===== config.mk =====
export PLATFORM = sky130hd
export DESIGN_NAME = priority_decoder_2x4
export DESIGN_NICKNAME = d
export VERILOG_FILES = /design/src/rtl/priority_pkg.sv /design/src/rtl/dec_skid_buf.sv /design/src/rtl/priority_decoder_2x4.sv
export SDC_FILE = /design/constraint.sdc
export NUM_CORES = 1
export LEC_CHECK = 0
export ABC_CLOCK_PERIOD_IN_PS = 5000
export BUFFER_PORTS_ARGS = -buffer_cell sky130_fd_sc_hd__buf_2
export CORE_MARGIN = 2
export CORE_UTILIZATION = 58
export CTS_BUF_LIST = sky130_fd_sc_hd__clkbuf_8
export DETAILED_ROUTE_END_ITERATION = 16
export PLACE_DENSITY = 0.84
export SYNTH_ARGS = -nofsm -noshare
export SYNTH_HDL_FRONTEND = slang
export SYNTH_SLANG_ARGS = --single-unit

===== constraint.sdc =====
create_clock -name clk -period 5 [get_ports clk]
set_input_delay 0.25 -clock clk [delete_from_list [all_inputs] [get_ports clk]]
set_output_delay 0.25 -clock clk [all_outputs]
set_load 0.1 [all_outputs]

===== src/rtl/priority_pkg.sv =====
// priority_pkg
//   Shared definitions for the registered 2-to-4 priority decoder.
//   - SEL_W_DEF   : default select index width
//   - MAX_SEL_W   : widest select the shared decode helper supports
//   - occ_t       : occupancy states of the 2-entry elastic buffer
//   - onehot_dec  : turns an encoded {v, sel} pair into a one-hot line vector
package priority_pkg;

  localparam int SEL_W_DEF = 2;

  // The decode helper returns a fixed-width vector so one function serves
  // every SEL_W up to this limit; callers keep the low 2**SEL_W bits.
  localparam int MAX_SEL_W = 8;
  localparam int MAX_N     = 2 ** MAX_SEL_W;

  typedef enum logic [1:0] {
    EMPTY = 2'd0,
    ONE   = 2'd1,
    TWO   = 2'd2
  } occ_t;

  // v = 0 means the encoder saw no active input: no line is driven and
  // sel is meaningless.
  function automatic logic [MAX_N-1:0] onehot_dec(input logic [MAX_SEL_W-1:0] sel,
                                                  input logic                 v);
    logic [MAX_N-1:0] dec;
    dec = '0;
    if (v) begin
      dec[sel] = 1'b1;
    end
    return dec;
  endfunction

endpackage


===== src/rtl/dec_skid_buf.sv =====
// dec_skid_buf
//   Two-entry elastic buffer holding raw {v, sel} codes between a
//   valid/ready input and a valid/ready output, with an occupancy FSM.
//
// Ports
//   clk, rst        : clock (rising edge), asynchronous active-high reset
//   in_valid/ready  : upstream handshake; in_v, in_sel are the code fields
//   out_valid/ready : downstream handshake for the head entry
//   head_v, head_sel: raw fields of the head entry (meaningful when not EMPTY)
//   state           : current occupancy, exported for debug and gating
//
// Handshake rules: a transfer happens on a rising edge where valid and
// ready are both 1. in_ready depends on state only (not on out_ready), and
// out_valid depends on state only, so there is no combinational path
// between the two sides.
module dec_skid_buf
  import priority_pkg::*;
#(
  parameter int SEL_W = SEL_W_DEF
) (
  input  logic             clk,
  input  logic             rst,
  input  logic             in_valid,
  output logic             in_ready,
  input  logic             in_v,
  input  logic [SEL_W-1:0] in_sel,
  output logic             out_valid,
  input  logic             out_ready,
  output logic             head_v,
  output logic [SEL_W-1:0] head_sel,
  output occ_t             state
);

  occ_t state_next;

  logic             tail_v;
  logic [SEL_W-1:0] tail_sel;

  logic push;
  logic pop;

  assign in_ready  = (state != TWO);
  assign out_valid = (state != EMPTY);
  assign push      = in_valid && in_ready;
  assign pop       = out_valid && out_ready;

  always_ff @(posedge clk or posedge rst) begin
    if (rst) begin
      state <= EMPTY;
    end else begin
      state <= state_next;
    end
  end

  always_comb begin
    state_next = state;
    case (state)
      EMPTY: begin
        if (push) state_next = ONE;
      end
      ONE: begin
        if (push && !pop)      state_next = TWO;
        else if (pop && !push) state_next = EMPTY;
      end
      TWO: begin
        if (pop) state_next = ONE;
      end
      default: state_next = EMPTY;
    endcase
  end

  // Head is always the oldest entry; tail is only occupied in TWO.
  always_ff @(posedge clk or posedge rst) begin
    if (rst) begin
      head_v   <= 1'b0;
      head_sel <= '0;
      tail_v   <= 1'b0;
      tail_sel <= '0;
    end else begin
      case (state)
        EMPTY: begin
          if (push) begin
            head_v   <= in_v;
            head_sel <= in_sel;
          end
        end
        ONE: begin
          if (push && pop) begin
            // Old head leaves, the new code takes its place directly.
            head_v   <= in_v;
            head_sel <= in_sel;
          end else if (push) begin
            tail_v   <= in_v;
            tail_sel <= in_sel;
          end
        end
        TWO: begin
          if (pop) begin
            head_v   <= tail_v;
            head_sel <= tail_sel;
          end
        end
        default: begin
          head_v <= 1'b0;
        end
      endcase
    end
  end

endmodule


===== src/rtl/priority_decoder_2x4.sv =====
// priority_decoder_2x4
//   Registered decoder behind a 4x2 priority encoder. Codes {in_v, in_sel}
//   pass through a 2-entry elastic buffer; the head is decoded to a one-hot
//   line vector. Per-line saturating counters count delivered codes.
//
// Ports
//   clk, rst          : clock (rising edge), asynchronous active-high reset
//   in_valid/in_ready : input handshake; in_sel = encoder y, in_v = encoder v
//   out_valid/out_ready: output handshake
//   out_onehot        : 1 << sel for the head when v = 1, else 0
//   out_none          : head entry carried v = 0
//   clr               : synchronous clear of all hit counters (wins over +1)
//   hit_cnt           : line k counter at [k*CNT_W +: CNT_W]
module priority_decoder_2x4
  import priority_pkg::*;
#(
  parameter int SEL_W = SEL_W_DEF,
  parameter int CNT_W = 8,
  localparam int N    = 2 ** SEL_W
) (
  input  logic               clk,
  input  logic               rst,
  input  logic               in_valid,
  output logic               in_ready,
  input  logic [SEL_W-1:0]   in_sel,
  input  logic               in_v,
  output logic               out_valid,
  input  logic               out_ready,
  output logic [N-1:0]       out_onehot,
  output logic               out_none,
  input  logic               clr,
  output logic [N*CNT_W-1:0] hit_cnt
);

  logic             head_v;
  logic [SEL_W-1:0] head_sel;
  occ_t             occ;
  logic             active;
  logic             consume;
  logic [MAX_N-1:0] dec_full;

  logic [CNT_W-1:0] cnt [N];

  dec_skid_buf #(
    .SEL_W (SEL_W)
  ) u_buf (
    .clk       (clk),
    .rst       (rst),
    .in_valid  (in_valid),
    .in_ready  (in_ready),
    .in_v      (in_v),
    .in_sel    (in_sel),
    .out_valid (out_valid),
    .out_ready (out_ready),
    .head_v    (head_v),
    .head_sel  (head_sel),
    .state     (occ)
  );

  assign active  = (occ != EMPTY);
  assign consume = out_valid && out_ready;

  assign dec_full   = onehot_dec(MAX_SEL_W'(head_sel), head_v);
  // Stale head contents must never leak out while the buffer is empty.
  assign out_onehot = active ? dec_full[N-1:0] : '0;
  assign out_none   = active && !head_v;

  generate
    if (N < MAX_N) begin : g_dec_hi
      logic unused_dec_hi;
      assign unused_dec_hi = ^dec_full[MAX_N-1:N];
    end
  endgenerate

  always_ff @(posedge clk or posedge rst) begin
    if (rst) begin
      for (int k = 0; k < N; k++) cnt[k] <= '0;
    end else if (clr) begin
      for (int k = 0; k < N; k++) cnt[k] <= '0;
    end else if (consume && head_v && (cnt[head_sel] != {CNT_W{1'b1}})) begin
      cnt[head_sel] <= cnt[head_sel] + 1'b1;
    end
  end

  generate
    for (genvar k = 0; k < N; k++) begin : g_pack
      assign hit_cnt[k*CNT_W +: CNT_W] = cnt[k];
    end
  endgenerate

endmodule


; ---- Word level (Yosys, flattened, before mapping)
; Cells that the tools add are included.
[totals]
ff_bits = 40
in_bits = 8
out_inout_bits = 39
wordCells = 70
[classes]
add_sub_neg = 1
n_lt_le_gt_ge = 4
eq_ne = 8
n_mux = 25
n_bitwise = 2
n_reduce_logical = 21
[ops]
columns = cell, count
row1 = $mux 32, 2
row2 = $bwmux 32, 1
row3 = $mux 8, 3
row4 = $bmux 8 s2, 1
row5 = $demux 8 s2, 1
row6 = $mux 2, 7
row7 = $pmux 2 s3, 2
row8 = $logic_and 1x1->1, 10
row9 = $lt 2x9->1 const B, 1
row10 = $reduce_and 3->1, 3
row11 = $add 8x1->8 const B, 1
row12 = $mux 4, 2
row13 = $ne 8x8->1 const B, 1
row14 = $mux 1, 4
row15 = $ne 2x1->1 const B, 2
row16 = $ne 2x2->1 const B, 2
row17 = $reduce_and 4->1, 1
row18 = $reduce_bool 2->1, 2
row19 = $ge 3x3->1 const B, 1
row20 = $logic_not 1->1, 3
row21 = $lt 3x1->1 const B, 1
row22 = $ne 3x1->1 const B, 1
row23 = $not 2->3, 1
row24 = $pmux 1 s3, 1
row25 = 7 further kinds, 7

; ---- Depth between registers and ports, before layout
; Gate-level depths: netlist (run 1).
[depth]
ltp_word = 8
depth_mapped = 11
ltp_nobuf = 7

; ---- Hierarchy
; Synthesis (run 1) repeated with hierarchy kept, for this count alone.
[hier_totals]
cells_unflattened = 195
area_unflattened_um2 = 2205.9
[by_module_without_submodules]
columns = module, n_inst, cells_each, area_each_um2, seq_area_each_um2
row1 = priority_decoder_2x4, 1, 150, 1752.9, 800.8
row2 = dec_skid_buf, 1, 45, 452.9, 200.2

; ---- Least setup slack after synthesis (run 1)
; No wires, ideal clock.
[synth_path]
kind = register to register
from = reg cnt, in the netlist hit_cnt[8]
to = reg cnt, in the netlist hit_cnt[26]
setup_time_ns = 0.125
arrival_ns = 2.605
required_ns = 4.875
slack_ns = 2.270
path_stages_with_launch = 10
path_buffers = 2
cell_sequence = dfrtp_1 > mux4_2 > ha_1 > nand2_1 > o22a_1 > o31a_1 > buf_6 > buf_8 > a21oi_1 > nor3_1
[synth_via]
elab_chain_len = 7
word_cells_on_any_way = 10
classes_between = add/sub: 1 / eq/ne: 1 / mux: 6 / reduce/logical: 2
[synth_lines]
columns = item, line
row1 = "start, declared", priority_decoder_2x4.sv:42  ; logic [CNT_W-1:0] cnt [N];
row2 = "start signal, assigned by index", priority_decoder_2x4.sv:81  ; cnt[head_sel] <= cnt[head_sel] + 1'b1;
row3 = $bmux 8 s2 (*), "priority_decoder_2x4.sv:80, priority_decoder_2x4.sv:81"
row4 = $mux 8 (not written as such) (*) (2 in a row), "priority_decoder_2x4.sv:80, priority_decoder_2x4.sv:81"
row5 = $add 8x1->8, priority_decoder_2x4.sv:81
row6 = $bwmux 32, priority_decoder_2x4.sv:81
row7 = $mux 32, priority_decoder_2x4.sv:80  ; end else if (consume && head_v && (cnt[head_sel] != {CNT_W{1'b1}})) begin
row8 = $mux 32, priority_decoder_2x4.sv:78  ; end else if (clr) begin
; Every way passes the cells marked *; elsewhere a longest branch is shown, timed or not. The select of a mux whose other input is x is not followed.
; A chain may end at the register's enable or synchronous reset.

; ---- Final worst setup path (run 1)
[layout_path]
from = reg u_buf.head_sel[0]
to = reg cnt, in the netlist hit_cnt[29]
[layout_via]
elab_chain_len = 8
word_cells_on_any_way = 16
classes_between = add/sub: 1 / order compare: 2 / eq/ne: 1 / mux: 8 / bitwise: 1 / reduce/logical: 3
[layout_lines]
columns = item, line
row1 = "start, declared", dec_skid_buf.sv:30  ; output logic [SEL_W-1:0] head_sel,
row2 = "start signal, assigned", dec_skid_buf.sv:84  ; head_sel <= in_sel;
row3 = "start signal, assigned", dec_skid_buf.sv:91  ; head_sel <= in_sel;
row4 = "start signal, assigned", dec_skid_buf.sv:100  ; head_sel <= tail_sel;
row5 = $not 2->3 (not written as such) (*), "priority_decoder_2x4.sv:80, priority_decoder_2x4.sv:81"
row6 = "$bmux 8 s2, or another cell as far along", "priority_decoder_2x4.sv:80, priority_decoder_2x4.sv:81"
row7 = $mux 8 (not written as such) / $logic_and 1x1->1 (equally long branches), "priority_decoder_2x4.sv:80, priority_decoder_2x4.sv:81"
row8 = $mux 8 (on tied branches), "priority_decoder_2x4.sv:80, priority_decoder_2x4.sv:81"
row9 = $add 8x1->8 / $demux 8 s2 (equally long branches), priority_decoder_2x4.sv:81
row10 = $bwmux 32, priority_decoder_2x4.sv:81
row11 = $mux 32, priority_decoder_2x4.sv:80
row12 = $mux 32, priority_decoder_2x4.sv:78
; Marked as above.

==> results of run 1 <==
-- cells in the final DEF (no fill, tap or decap), types with 3 or more instances in the layout --
cell type	instances
a211oi_1	17
a21oi_1	36
buf_2	46
clkbuf_8	6
dfrtp_1	40
inv_1	4
inv_2	3
mux2_2	3
mux2i_1	3
mux4_2	8
nand2_1	4
nand3_1	6
nor2_1	12
nor3_1	17
o21ai_0	5
o21ai_1	4
o22ai_1	4
or3_1	5
xnor2_1	5
-- cell families after synthesis --
family | Yosys count | synth area share, %
AOI/OAI and AO/OA | 72 | 20.3
and+or+nand+nor | 53 | 13.2
DFF | 40 | 46.0
buffers and inverters | 20 | 6.33
muxes | 14 | 11.2
xor gates and xnor gates | 6 | 2.42
adders and majority gates | 1 | 0.575
-- power breakdown --
group | leakage [nW] | switching (mW) | internal (mW)
clock | 0.0538 | 0.109 | 0.108
sequential | 0.537 | 0.0608 | 0.364
combinational | 0.499 | 0.355 | 0.107
total | 1.09 | 0.525 | 0.579
-- stage by stage --
step | instances | util [%] | worst slack, ns
2_1_floorplan | 206 | - | 2.27
3_3_place_gp | 287 | 64.9 | 1.76
3_5_place_dp | 287 | 64.9 | 1.63
4_1_cts | 295 | 67.4 | 1.52
5_1_grt | 295 | 67.4 | 1.30
6_report | 295 | 67.4 | 1.51
-- per-layer routing --
layer / track usage, % / vias up / wire length [um]
met5: 0 / - / 0
met4: 10.7 / 0 / 123
met3: 7.36 / 15 / 447
met2: 38.8 / 115 / 2390
met1: 36.9 / 884 / 2160
li1: - / 857 / -
-- cell type report --
class                           count  area [sq um]
Timing Repair Buffer               47           238
Clock buffer                        6          82.6
Fill cell                         286          1190
Inverter                            6          22.5
Clock inverter                      2          7.51
Multi-Input combinational cell    146          1040
Tap cell                           48          60.1
Sequential cell                    40          1000
-- worst max-delay path by stage --
stage / slack, ns / endpoint / startpoint
global route: 1.30 / hit_cnt[29]$_DFFE_PP0P_ / u_buf.head_sel[0]$_DFFE_PP0P_
floorplan: 2.27 / hit_cnt[26]$_DFFE_PP0P_ / hit_cnt[8]$_DFFE_PP0P_
CTS: 1.52 / hit_cnt[29]$_DFFE_PP0P_ / u_buf.head_sel[0]$_DFFE_PP0P_
detailed placement: 1.63 / hit_cnt[28]$_DFFE_PP0P_ / u_buf.head_sel[0]$_DFFE_PP0P_
finish: 1.51 / hit_cnt[29]$_DFFE_PP0P_ / u_buf.head_sel[0]$_DFFE_PP0P_
global placement: 1.76 / hit_cnt[29]$_DFFE_PP0P_ / u_buf.head_sel[0]$_DFFE_PP0P_
-- state kept, by name, indices dropped and copies added, names as in the netlist --
register / count
u_buf.state: 2
u_buf.tail_v: 1
u_buf.tail_sel: 2
hit_cnt: 32
u_buf.head_sel: 2
u_buf.head_v: 1
-- critical path, stage by stage, from the launching register on --
cell and delay, ns:
dfrtp_1 0.78, mux4_2 0.61, ha_1 0.25, nand2_1 0.07, o22a_1 0.24, o31a_1 0.88
a21oi_1 0.22, a211oi_1 0.31
==> impl_metrics.py, run 1 <==
metrics = {
    "pwr": {
        "power_mw": 1.10,
        "p_per_area_nw_per_um2": 451,
        "leakagePower_nw": 1.09,
        "ir_drop_mv": 0.290,
    },
    "clock_tree": {
        "cts_buffers": 5,
        "cts_tree": "built",
        "post_cts_resized": 0,
        "postCtsSetupRepairBufs": 0,
        "h-tree-depth": 2,
        "insertion_delay_ns": 0.31,
        "cts.sinks": 40,
        "cts_buffer_depth": 2,
        "ctsHoldBuffers": 0,
        "cts.clk_slew.worst_paths_ns": 0.07,
        "root_buffer": "clkbuf_8",
    },
    "timing": {
        "post-route-period-util_pct": 69.7,
        "setup_viol": 0,
        "fmax_ghz": 0.287,
        "final-hold-violation-count": 0,
        "hold_ws_ns": 0.0509,
        "fin_worst_skew_ns": 0.00934,
        "slew_viol_final": 0,
        "setup_tns_ns": 0,
        "max_slew.worst_pin.slew_ns": 1.07,
        "max-slew-margin-rel_pct": 28.8,
        "min_period_ns": 3.49,
        "rsz0062_at_grt": "false",
    },
    "floorplan": {
        "ios": 47,
        "dieArea_sq_um": 4250,
        "die_w_um": 65.2,
        "dieHeight_um": 65.2,
        "core_area_sq_um": 3630,
        "start_util_pct": 59.8,
        "num_rows": 22,
    },
    "grt": {
        "grt_max_degree": 41,
        "grt_pass1_wl_um": 8440,
        "overflow": 0,
        "grt_use_total_pct": 26.3,
        "grt_pass1_vias": 1691,
        "antenna_found_initial": 0,
    },
    "routing": {
        "drc": 0,
        "num_vias": 1871,
        "viasPerCell": 6.34,
        "firstDrtPassIters": 5,
        "wl_per_cell_um": 17.4,
        "wl_um": 5120,
        "drt_iter0_drc": 266,
        "ant_nets": 0,
    },
    "yosys": {
        "synth_area_leaders": "dfrtp_1, a21oi_1, mux4_2, a211oi_1, nor3_1",
        "async_reset_ff_share_pct": 100,
        "synthCells": 206,
        "yosysWarnings": 0,
        "syn_nets": 215,
        "ys_seq_area_share_pct": 46.0,
        "synth_flop_cell": "dfrtp_1",
        "synth.most_common_cell": "dfrtp_1",
        "netlist_area_sq_um": 2170,
        "synth_seq_cells": 40,
        "synth_commonest_cells": "dfrtp_1, a21oi_1, a211oi_1, nor3_1, nor2_1",
        "synth_top_area_share_pct": 46.0,
        "ys_types": 38,
        "avgSynthCellArea_sq_um": 10.6,
        "synth.largest_area_cell": "dfrtp_1",
        "synth_edf_count": 0,
    },
    "worst_setup_path": {
        "start_kind": "flop",
        "rr_worst_depth": 7,
        "r2r_end": "hit_cnt[29]$_DFFE_PP0P_",
        "critPathArrivalTime_ns": 3.68,
        "rrSetupSlack_ns": 1.51,
        "cp-end-kind": "flop",
        "rr_startpoint": "u_buf.head_sel[0]$_DFFE_PP0P_",
        "critPathKind": "reg2reg",
        "crit_path_max_fanout": 28,
        "cp.required_ns": 5.19,
    },
    "finish": {
        "drive_gt1_share_pct": 28.3,
        "fin_nets": 255,
        "syn_to_final_growth_pct": 12.5,
        "num_antenna_cells": 0,
        "final_cell_area_sq_um": 2450,
    },
    "placement": {
        "dp_hpwl_um": 3460,
        "portBuffers": 46,
        "dpl-instance-area_sq_um": 2360,
        "place_congestion": 0.906,
    },
    "status": {
        "run_status": "finished clean",
    },
    "min_path": {
        "min_path_type": "in2async",
    },
    "flow_run": {
        "maxCapViolCount": 0,
    },
}
Note: power is estimated with default switching activity, not from simulation.
==> inputs of run 2 (changes only) <==
ABC_CLOCK_PERIOD_IN_PS = 2900   (was 5000)
CORE_UTILIZATION = 51   (was 58)
PLACE_DENSITY = 0.78   (was 0.84)
clock period = 2.9 ns   (was 5 ns; I/O delays follow)
==> impl_metrics.py, run 2 (synthesis results as in run 1) <==
metrics = {
    "clock_tree": {
        "cts_buffer_depth": 2,
        "cts.clk_slew.worst_paths_ns": 0.07,
        "post_cts_resized": 0,
        "root_buffer": "clkbuf_8",
        "cts.sinks": 40,
        "cts_tree": "built",
        "postCtsSetupRepairBufs": 0,
        "cts_buffers": 5,
        "insertion_delay_ns": 0.29,
        "h-tree-depth": 2,
        "ctsHoldBuffers": 0,
    },
    "timing": {
        "post-route-period-util_pct": 89.8,
        "final-hold-violation-count": 10,
        "setup_tns_ns": 0,
        "min_period_ns": 2.60,
        "max_slew.worst_pin.slew_ns": 0.796,
        "max-slew-margin-rel_pct": 46.9,
        "hold_ws_ns": -0.00194,
        "fmax_ghz": 0.384,
        "slew_viol_final": 0,
        "rsz0062_at_grt": "false",
        "setup_viol": 0,
        "fin_worst_skew_ns": 0.00542,
    },
    "worst_setup_path": {
        "rrSetupSlack_ns": 0.30,
        "crit_path_max_fanout": 19,
        "start_kind": "flop",
        "max_stage_delay_ns": 0.57,
        "critPathKind": "reg2reg",
        "critPathBufInv": 1,
        "crit_cells": 8,
        "crit_family": "multiplexers",
        "cp-end-kind": "flop",
        "critPathArrivalTime_ns": 2.82,
        "slowest_stage": "mux4_2",
        "cp.required_ns": 3.11,
        "crit_chain": "mux4_2 > ha_1 > nand2b_1 > o22a_1 > o31ai_4 > buf_4 > or3_1 > a21oi_1",
        "rr_startpoint": "u_buf.head_sel[0]$_DFFE_PP0P_",
        "r2r_end": "hit_cnt[0]$_DFFE_PP0P_",
        "rr_worst_depth": 8,
    },
    "finish": {
        "drive_gt1_share_pct": 29.7,
        "syn_to_final_growth_pct": 13.4,
        "fill_cells": 370,
        "layout_commonest_cell": "buf_2",
        "num_antenna_cells": 0,
        "layout_common_cells": "buf_2, dfrtp_1, a21oi_1, a211oi_1, nor3_1",
        "largest_reg_flops": 32,
        "fin_nets": 260,
        "utilization_pct": 60.8,
    },
    "pwr": {
        "pwr-share-comb_pct": 45.0,
        "clockPowerShare_pct": 17.5,
        "p_seq_share_pct": 37.6,
        "leakagePower_nw": 1.10,
        "p_per_area_nw_per_um2": 758,
        "switching_power_uw": 889,
        "ir_drop_mv": 0.463,
        "intPower_uw": 980,
        "switching_share_pct": 47.6,
    },
    "status": {
        "violations": "hold timing",
        "run_status": "finished, violations left",
    },
    "grt": {
        "overflow": 0,
        "grt_max_degree": 33,
        "antenna_found_initial": 0,
        "grt_use_total_pct": 22.8,
        "grt_pass1_wl_um": 8830,
        "grt_pass1_vias": 1820,
    },
    "floorplan": {
        "dieHeight_um": 69.3,
        "dieArea_sq_um": 4800,
        "die_w_um": 69.3,
        "start_util_pct": 53.6,
        "num_rows": 23,
        "ios": 47,
        "core_area_sq_um": 4060,
    },
    "min_path": {
        "min_path_type": "in2async",
    },
    "routing": {
        "num_vias": 1859,
        "wl_per_cell_um": 17.1,
        "wl_um": 5120,
        "drc": 0,
        "viasPerCell": 6.22,
        "firstDrtPassIters": 4,
        "ant_nets": 0,
        "drt_iter0_drc": 138,
    },
    "placement": {
        "dp_hpwl_um": 3680,
        "portBuffers": 46,
        "place_congestion": 0.916,
    },
    "flow_run": {
        "maxCapViolCount": 0,
    },
}
[run 2: worst max path at each step]
| stage | startpoint | end | slack [ns] |
|---|---|---|---|
| after detailed placement | u_buf.head_sel[0]$_DFFE_PP0P_ | hit_cnt[8]$_DFFE_PP0P_ | 0.32 |
| after CTS | u_buf.head_sel[0]$_DFFE_PP0P_ | hit_cnt[8]$_DFFE_PP0P_ | 0.30 |
| final | u_buf.head_sel[0]$_DFFE_PP0P_ | hit_cnt[0]$_DFFE_PP0P_ | 0.30 |
| after floorplan | hit_cnt[8]$_DFFE_PP0P_ | hit_cnt[26]$_DFFE_PP0P_ | 0.17 |
| after global placement | u_buf.head_sel[0]$_DFFE_PP0P_ | hit_cnt[0]$_DFFE_PP0P_ | 0.36 |
| after global routing | u_buf.head_sel[0]$_DFFE_PP0P_ | hit_cnt[0]$_DFFE_PP0P_ | 0.11 |
[run 2: area by class of cell]
cell class / count / area [sq um] / share of cell area [%]
Timing Repair Buffer: 52 / 275 / 11.2
Tap cell: 50 / 62.6 / 2.54
Sequential cell: 40 / 1000 / 40.6
Multi-Input combinational cell: 146 / 1040 / 42.0
Clock buffer: 5 / 68.8 / 2.79
Inverter: 6 / 22.5 / 0.913
[run 2: through the flow]
| step | power (mW) | cell area [sq um] | setup slack, ns | cells | hold slack [ns] |
|---|---|---|---|---|---|
| 2_1_floorplan | 1.43 | 2170 | 0.170 | 206 | 0.218 |
| 3_3_place_gp | 1.54 | 2400 | 0.363 | 294 | 0.327 |
| 3_5_place_dp | 1.55 | 2400 | 0.319 | 294 | 0.335 |
| 4_1_cts | 1.87 | 2470 | 0.296 | 299 | 0.0293 |
| 5_1_grt | 1.95 | 2470 | 0.109 | 299 | 0.103 |
| 6_report | 1.87 | 2470 | 0.297 | 299 | -0.00194 |
[run 2: routing by layer]
layer  share of wire, %  global-route usage (%)
met5                  0                       0
met4                1.6                    7.63
met3                6.2                    3.78
met2                 48                    36.2
met1                 44                    32.1
[run 2: worst reg2reg max path: cells and delay by family, from the launching register on]
kind / cells / cell delay, ns
buf+inv: 1 / 0.21
mux: 1 / 0.58
compound gates: 3 / 0.49
fa+ha+maj: 1 / 0.26
flops: 1 / 0.56
simple gates: 2 / 0.43
[run 2: power groups by stage]
stage | clock network (mW) | registers, mW | logic, mW
floorplan | 0 | 0.946 | 0.484
global placement | 0 | 0.707 | 0.833
detailed placement | 0 | 0.711 | 0.839
CTS | 0.331 | 0.701 | 0.841
global route | 0.350 | 0.713 | 0.887
finish | 0.327 | 0.702 | 0.840
